$ cat src/rtl/demux_sel_sequencer_if.sv
// Command and drive bundle between a command source and demux_sel_sequencer.
// The master side issues commands and observes the demux drive outputs.
interface demux_sel_sequencer_if #(
    parameter int LEN_W = 8
);
    logic             cmd_valid;
    logic             cmd_ready;
    logic [2:0]       cmd_ch;
    logic             cmd_data;
    logic [LEN_W-1:0] cmd_len;
    logic             cmd_mode;
    logic             I;
    logic [2:0]       s;
    logic             out_en;
    logic             busy;
    logic             done;

    modport master (
        output cmd_valid, cmd_ch, cmd_data, cmd_len, cmd_mode,
        input  cmd_ready, I, s, out_en, busy, done
    );

    modport slave (
        input  cmd_valid, cmd_ch, cmd_data, cmd_len, cmd_mode,
        output cmd_ready, I, s, out_en, busy, done
    );
endinterface

$ cat src/rtl/demux_sel_sequencer.sv
// Drives data bit I and select s of a 1x8 demux for cmd_len cycles (HOLD or SWEEP).
// Define DSEQ_QUEUE_EN to add a one-entry pending buffer for gapless back-to-back runs.
module demux_sel_sequencer #(
    parameter int LEN_W = 8
) (
    input  logic                 clk,
    input  logic                 rst_n,
    demux_sel_sequencer_if.slave bus
);
    typedef enum logic [1:0] {
        IDLE,
        RUN,
        ZDONE
    } state_t;

    state_t           state_q, state_d;
    logic [LEN_W-1:0] remaining_q, remaining_d;
    logic [2:0]       ch_q, ch_d;
    logic             data_q, data_d;
    logic             mode_q, mode_d;

    logic             i_q, i_d;
    logic [2:0]       s_q, s_d;
    logic             out_en_q, out_en_d;
    logic             busy_q, busy_d;
    logic             done_q, done_d;
    logic             ready_q, ready_d;

    logic             accept;
    logic             ld_valid;
    logic [2:0]       ld_ch;
    logic             ld_data;
    logic [LEN_W-1:0] ld_len;
    logic             ld_mode;

`ifdef DSEQ_QUEUE_EN
    logic             pend_valid_q, pend_valid_d;
    logic [2:0]       pend_ch_q, pend_ch_d;
    logic             pend_data_q, pend_data_d;
    logic [LEN_W-1:0] pend_len_q, pend_len_d;
    logic             pend_mode_q, pend_mode_d;
`endif

    assign accept = bus.cmd_valid && ready_q;

    // Next command to start: the pending entry has priority over the live bus.
    always_comb begin
        ld_valid = accept;
        ld_ch    = bus.cmd_ch;
        ld_data  = bus.cmd_data;
        ld_len   = bus.cmd_len;
        ld_mode  = bus.cmd_mode;
`ifdef DSEQ_QUEUE_EN
        if (pend_valid_q) begin
            ld_valid = 1'b1;
            ld_ch    = pend_ch_q;
            ld_data  = pend_data_q;
            ld_len   = pend_len_q;
            ld_mode  = pend_mode_q;
        end
`endif
    end

    always_comb begin
        state_d     = state_q;
        remaining_d = remaining_q;
        ch_d        = ch_q;
        data_d      = data_q;
        mode_d      = mode_q;
`ifdef DSEQ_QUEUE_EN
        pend_valid_d = pend_valid_q;
        pend_ch_d    = pend_ch_q;
        pend_data_d  = pend_data_q;
        pend_len_d   = pend_len_q;
        pend_mode_d  = pend_mode_q;
`endif

        case (state_q)
            IDLE: begin
                if (accept) begin
                    ch_d        = ld_ch;
                    data_d      = ld_data;
                    mode_d      = ld_mode;
                    remaining_d = ld_len;
                    state_d     = (ld_len != '0) ? RUN : ZDONE;
                end
            end
            RUN: begin
                if (remaining_q == LEN_W'(1)) begin
                    state_d     = IDLE;
                    remaining_d = '0;
`ifdef DSEQ_QUEUE_EN
                    if (ld_valid) begin
                        ch_d         = ld_ch;
                        data_d       = ld_data;
                        mode_d       = ld_mode;
                        remaining_d  = ld_len;
                        state_d      = (ld_len != '0) ? RUN : ZDONE;
                        pend_valid_d = 1'b0;
                    end
`endif
                end else begin
                    remaining_d = remaining_q - LEN_W'(1);
                    if (mode_q) begin
                        ch_d = ch_q + 3'd1;
                    end
`ifdef DSEQ_QUEUE_EN
                    if (accept) begin
                        pend_valid_d = 1'b1;
                        pend_ch_d    = bus.cmd_ch;
                        pend_data_d  = bus.cmd_data;
                        pend_len_d   = bus.cmd_len;
                        pend_mode_d  = bus.cmd_mode;
                    end
`endif
                end
            end
            ZDONE: begin
                state_d = IDLE;
            end
            default: begin
                state_d = IDLE;
            end
        endcase

        // Outputs are registered, so they are decoded from the next state.
        out_en_d = (state_d == RUN);
        i_d      = out_en_d && data_d;
        s_d      = out_en_d ? ch_d : 3'd0;
        busy_d   = (state_d != IDLE);
        done_d   = (state_d == ZDONE) || ((state_d == RUN) && (remaining_d == LEN_W'(1)));
`ifdef DSEQ_QUEUE_EN
        ready_d  = (state_d == IDLE) || ((state_d == RUN) && !pend_valid_d);
`else
        ready_d  = (state_d == IDLE);
`endif
    end

    always_ff @(posedge clk) begin
        if (!rst_n) begin
            state_q     <= IDLE;
            remaining_q <= '0;
            ch_q        <= 3'd0;
            data_q      <= 1'b0;
            mode_q      <= 1'b0;
            i_q         <= 1'b0;
            s_q         <= 3'd0;
            out_en_q    <= 1'b0;
            busy_q      <= 1'b0;
            done_q      <= 1'b0;
            ready_q     <= 1'b1;
        end else begin
            state_q     <= state_d;
            remaining_q <= remaining_d;
            ch_q        <= ch_d;
            data_q      <= data_d;
            mode_q      <= mode_d;
            i_q         <= i_d;
            s_q         <= s_d;
            out_en_q    <= out_en_d;
            busy_q      <= busy_d;
            done_q      <= done_d;
            ready_q     <= ready_d;
        end
    end

`ifdef DSEQ_QUEUE_EN
    always_ff @(posedge clk) begin
        if (!rst_n) begin
            pend_valid_q <= 1'b0;
            pend_ch_q    <= 3'd0;
            pend_data_q  <= 1'b0;
            pend_len_q   <= '0;
            pend_mode_q  <= 1'b0;
        end else begin
            pend_valid_q <= pend_valid_d;
            pend_ch_q    <= pend_ch_d;
            pend_data_q  <= pend_data_d;
            pend_len_q   <= pend_len_d;
            pend_mode_q  <= pend_mode_d;
        end
    end
`endif

    assign bus.I         = i_q;
    assign bus.s         = s_q;
    assign bus.out_en    = out_en_q;
    assign bus.busy      = busy_q;
    assign bus.done      = done_q;
    assign bus.cmd_ready = ready_q;
endmodule

$ cat src/flat_wrapper.sv
// flat-port wrapper written by rule: the top's interface ports become plain ports
module demux_sel_sequencer_flat 
#(
    parameter int LEN_W = 8
)
  (clk, rst_n, bus_cmd_valid, bus_cmd_ch, bus_cmd_data, bus_cmd_len, bus_cmd_mode, bus_cmd_ready, bus_I, bus_s, bus_out_en, bus_busy, bus_done);
  demux_sel_sequencer_if #(.LEN_W(LEN_W)) bus_i ();
  input  logic clk;
  input  logic rst_n;
  input wire logic [$bits(bus_i.cmd_valid)-1:0] bus_cmd_valid;
  input wire logic [$bits(bus_i.cmd_ch)-1:0] bus_cmd_ch;
  input wire logic [$bits(bus_i.cmd_data)-1:0] bus_cmd_data;
  input wire logic [$bits(bus_i.cmd_len)-1:0] bus_cmd_len;
  input wire logic [$bits(bus_i.cmd_mode)-1:0] bus_cmd_mode;
  output wire logic [$bits(bus_i.cmd_ready)-1:0] bus_cmd_ready;
  output wire logic [$bits(bus_i.I)-1:0] bus_I;
  output wire logic [$bits(bus_i.s)-1:0] bus_s;
  output wire logic [$bits(bus_i.out_en)-1:0] bus_out_en;
  output wire logic [$bits(bus_i.busy)-1:0] bus_busy;
  output wire logic [$bits(bus_i.done)-1:0] bus_done;
  assign bus_i.cmd_valid = bus_cmd_valid;
  assign bus_i.cmd_ch = bus_cmd_ch;
  assign bus_i.cmd_data = bus_cmd_data;
  assign bus_i.cmd_len = bus_cmd_len;
  assign bus_i.cmd_mode = bus_cmd_mode;
  assign bus_cmd_ready = bus_i.cmd_ready;
  assign bus_I = bus_i.I;
  assign bus_s = bus_i.s;
  assign bus_out_en = bus_i.out_en;
  assign bus_busy = bus_i.busy;
  assign bus_done = bus_i.done;
  demux_sel_sequencer #(.LEN_W(LEN_W)) u_core (.clk(clk), .rst_n(rst_n), .bus(bus_i));
endmodule
$ cat config.mk
export PLATFORM = sky130hd
export DESIGN_NAME = demux_sel_sequencer_flat
export DESIGN_NICKNAME = d
export VERILOG_FILES = /design/src/rtl/demux_sel_sequencer_if.sv /design/src/rtl/demux_sel_sequencer.sv /design/src/flat_wrapper.sv
export SDC_FILE = /design/constraint.sdc
export NUM_CORES = 1
export LEC_CHECK = 0
export CAP_MARGIN = 20
export CORE_ASPECT_RATIO = 1.4
export CORE_MARGIN = 2
export CORE_UTILIZATION = 50
export DETAILED_ROUTE_END_ITERATION = 16
export PLACE_DENSITY = 0.75
export SYNTH_ARGS = -nofsm -noshare
export SYNTH_HDL_FRONTEND = slang
export SYNTH_SLANG_ARGS = --single-unit
$ cat constraint.sdc
create_clock -name clk -period 3.2 [get_ports clk]
set_clock_uncertainty 0.05 [all_clocks]
set_input_delay 0.64 -clock clk [delete_from_list [all_inputs] [get_ports clk]]
set_output_delay 0.64 -clock clk [all_outputs]
set_load 0.005 [all_outputs]
==> results.md <==
- The number of violations of the max-capacitance limit is 0.
- The area of placed instances is 1420 um2.
- In the final layout, the share of cells above drive strength 1 is 0.0683.
- The synthesized area divided by synthesized cell count is 8.48 um2.
- Dividing the detail-routed wire length by the instance count gives between 15 and 20 um.
- The synthesized design contains 23 register bits.
- The flow ran to the end, and the final reports show no timing, DRC or antenna violations.
- The global-route usage over all layers is 0.266.
- Of the available clock period, the critical path in the final layout requires 0.821.
- The fraction of synthesized cell area in xor and xnor cells is 0.
- For the worst-skew pair, the clock arrives at the later sink with an insertion delay of 0.32 ns.
- At the end of the flow the core is filled with cells to 0.659.
- Static timing analysis puts the maximum clock frequency at 381 MHz.
- Of the total synthesized cell area, the portion taken by full adders, half adders and majority gates is 0.0316.
- The die covers 2790 um2.
- The number of I/O pins is 24.
- In the post-synthesis netlist, the biggest area contributors are sky130_fd_sc_hd__dfxtp_1, sky130_fd_sc_hd__a21oi_1, sky130_fd_sc_hd__nor2_1, sky130_fd_sc_hd__o21ai_0, sky130_fd_sc_hd__ha_1.
- Data on the critical path arrives at its endpoint at 2.78 ns.
- CTS built an H-tree with a depth of 1.
- The number of antenna cells inserted is 0.
- The share of synthesized area in the top cell type comes to 0.388.
- The normalized max-slew margin is 0.600.
- The sink count of the clock tree is 23.
- STA classifies the critical path endpoint as a flip-flop.
- The predominant post-synthesis flop cell is sky130_fd_sc_hd__dfxtp_1.
- The routability-driven placement congestion ratio is between 0.9 and 1.
- The die is 45.2 um wide.
- The stage delay of the slowest cell on the critical path is 0.62 ns.
- For this run, asynchronously set or reset flops after synthesis account for 0.
- The slowest cell on the critical path is sky130_fd_sc_hd__or4b_1.
- The max-slew violation count is 0.
- Measured against the total synthesized area, the mux share comes to 0.0274.
- The kind of cell with the highest combined delay along the critical path is compound AO/OA/AOI/OAI gates.
- The power density normalized to cell area is 489 nW/um2.
- At the worst endpoint, the required time is approximately 3.4 ns.
- The cell row count is 20.
- STA classifies the critical path startpoint as a flip-flop.
- The deepest clock path buffer count is 2.
- The post-synthesis compound-gate area fraction is 0.258.
- At the pin with the least slew margin, the transition time is 0.584 ns.
- The number of optimization iterations in the first detailed-route pass is 4.
- The summed instance area of the synthesized netlist is roughly 1200 um2.
- Total power for the finished layout comes to 710 uW.
- The net count of the mapped netlist is between 150 and 200.
- The combinational family with the most area after synthesis is compound AO/OA/AOI/OAI gates.
- The total negative slack for setup checks is 0 ns.
- The top fanout value on the critical path is 7.
- The TritonCTS clock tree is built.
- Setup repair after global routing left no endpoint under its margin.
- Together, buffers and inverters on the worst path number 1.
- The detailed router finished its first iteration with 60 violations.
- Counting flops with a built-in enable in the synthesized netlist gives 0.
- The final setup violation count is 0.
- Port buffering added 23 buffers.
- The final hold violation count is 0.
- The synthesized-area fraction occupied by and/or/nand/nor cells is 0.242.
- The commonest cells after synthesis are sky130_fd_sc_hd__dfxtp_1, sky130_fd_sc_hd__nor2_1, sky130_fd_sc_hd__a21oi_1.
- The cell type contributing the most total cell area after synthesis is sky130_fd_sc_hd__dfxtp_1.
- The routed via count is roughly 1.1k.
- Relative to the synthesized area, the layout overhead comes to 22.1%.
- The final HPWL from detailed placement is 2440 um.
- Gates resized during post-CTS repair numbered 0.
- The vertical extent of the die is 61.7 um.
- The static power due to leakage is 0.556 nW.
- The starting utilization of the core area is 0.539.
- The global routing stage identified its most utilized layer as met2.
- The core box area is 2200 um2.
- The tree is rooted in a sky130_fd_sc_hd__clkbuf_4.
- The kind of path behind the tightest hold check is reg -> reg.
- The post-CTS setup-driven buffer insertion count is 0.
- The cell count after synthesis is 140.
- The pre-CTS setup slack is 0.615 ns.
- The number of global-route vias before repair was 1141.
- The most common cell in the synthesized netlist is sky130_fd_sc_hd__dfxtp_1.
- The worst setup path is of the reg -> reg kind.
- Entering global routing, the biggest net connects 18 pins.
- IR analysis of the VDD net gives a maximum drop of 0.290 mV.
- The hold buffer count at CTS is 0.
- For this run, the register share of the synthesized area comes to 0.388.
- The signal on the critical path passes through inv_1 -> ha_1 -> or4b_1 -> o21ai_0 -> mux2_2 -> a222oi_1 -> nor3_1.
- Buffers inserted during clock tree synthesis total 3.
- The worst path setup slack after routing is 0.573 ns.
- For this run, the post-layout net count is 181.
- The detail route stage leaves a number of antenna-violating nets equal to 0.
- The met3 global-route usage is 0.0352.
- The number of antenna violations at the first check in global routing is 0.
- Yosys mapped the design onto 49 distinct sky130hd cell types.
- The met1 track demand over resource is 0.327.
- The total detailed-routing wirelength is between 3000 and 4000 um.
- The first global-routing pass estimated 5330 um of wire.
- Yosys printed 0 warnings.
- Once layout is done, the placed cells without fillers occupy 1450 um2.
- After clock tree synthesis, the clock-pin slew on the worst setup and hold paths is 0.13 ns.
- For this run, design rule violations remaining after detail routing come to 0.
- The worst path needs 2.63 ns of the cycle, external delays included.
- The number of vias per cell after detailed routing is 6.26.
- For met2 alone, demand over resource in global routing was 0.455.
- Summed over all layers, the global routing overflow is 0.
==> layout make-up <==
| class | count | area, um2 |
|---|---|---|
| fill | 203 | 752 |
| multi-input combinational | 101 | 664 |
| inverter | 9 | 33.8 |
| tap | 22 | 27.5 |
| sequential | 23 | 460 |
| clock buffer | 4 | 26.3 |
| timing repair buffer | 24 | 238 |
==> layer usage <==
layer  share of wire  vias up
met2            0.50       49
li1                -      564
met1            0.43      525
met3           0.052        8
met5               0        -
met4           0.018        0
==> cell families after synthesis <==
| kind of cell | after synthesis |
|---|---|
| buf+inv | 16 |
| simple gates | 51 |
| flops | 23 |
| compound gates | 44 |
| mux | 3 |
| fa+ha+maj | 3 |
==> sequential cells by signal, indices dropped and copies added, names as in the netlist <==
signal / flops
u_core.bus.out_en: 1
u_core.mode_q: 1
u_core.bus.s: 3
u_core.data_q: 1
u_core.bus.busy: 1
u_core.ch_q: 3
u_core.remaining_q: 8
u_core.bus.done: 1
u_core.state_q: 2
u_core.bus.cmd_ready: 1
u_core.bus.I: 1
==> metrics by stage <==
stage / cells / hold WS (ns)
floorplan: 140 / 0.396
global placement: 179 / 0.418
detailed placement: 179 / 0.424
CTS: 183 / 0.454
global route: 183 / 0.491
finish: 183 / 0.450
==> where the power goes <==
part,total [mW],switching (mW),internal [mW]
combinational,0.222,0.117,0.104
sequential,0.349,0.0323,0.316
clock,0.139,0.0903,0.0489
==> cells in the final DEF (no fill, tap or decap), types with 3 or more instances in the layout <==
master,netlist,layout
sky130_fd_sc_hd__nor3_1,4,4
sky130_fd_sc_hd__o21ai_0,9,9
sky130_fd_sc_hd__clkdlybuf4s50_1,0,23
sky130_fd_sc_hd__a21oi_1,10,10
sky130_fd_sc_hd__nor2_1,13,13
sky130_fd_sc_hd__clkbuf_4,0,3
sky130_fd_sc_hd__inv_1,9,9
sky130_fd_sc_hd__ha_1,3,3
sky130_fd_sc_hd__nand2_1,8,8
sky130_fd_sc_hd__dfxtp_1,23,23
==> tightest hold or removal path, cell delays in order (launching register included) <==
cell and delay, ns:
sky130_fd_sc_hd__dfxtp_1 0.33, sky130_fd_sc_hd__mux2i_1 0.07, sky130_fd_sc_hd__nor2_1 0.08
==> final timing paths <==
path / slack [ns] / from / to / cells past startpoint
max reg2reg: 0.57 / u_core.remaining_q[1]$_SDFF_PN0_ / u_core.bus.s[1]$_SDFF_PN0_ / 7
max: 0.57 / u_core.remaining_q[1]$_SDFF_PN0_ / u_core.bus.s[1]$_SDFF_PN0_ / 7
min: 0.45 / u_core.data_q$_SDFF_PN0_ / u_core.data_q$_SDFF_PN0_ / 2
min reg2reg: 0.45 / u_core.data_q$_SDFF_PN0_ / u_core.data_q$_SDFF_PN0_ / 2
No activity file was read; power rests on OpenSTA's default activity.
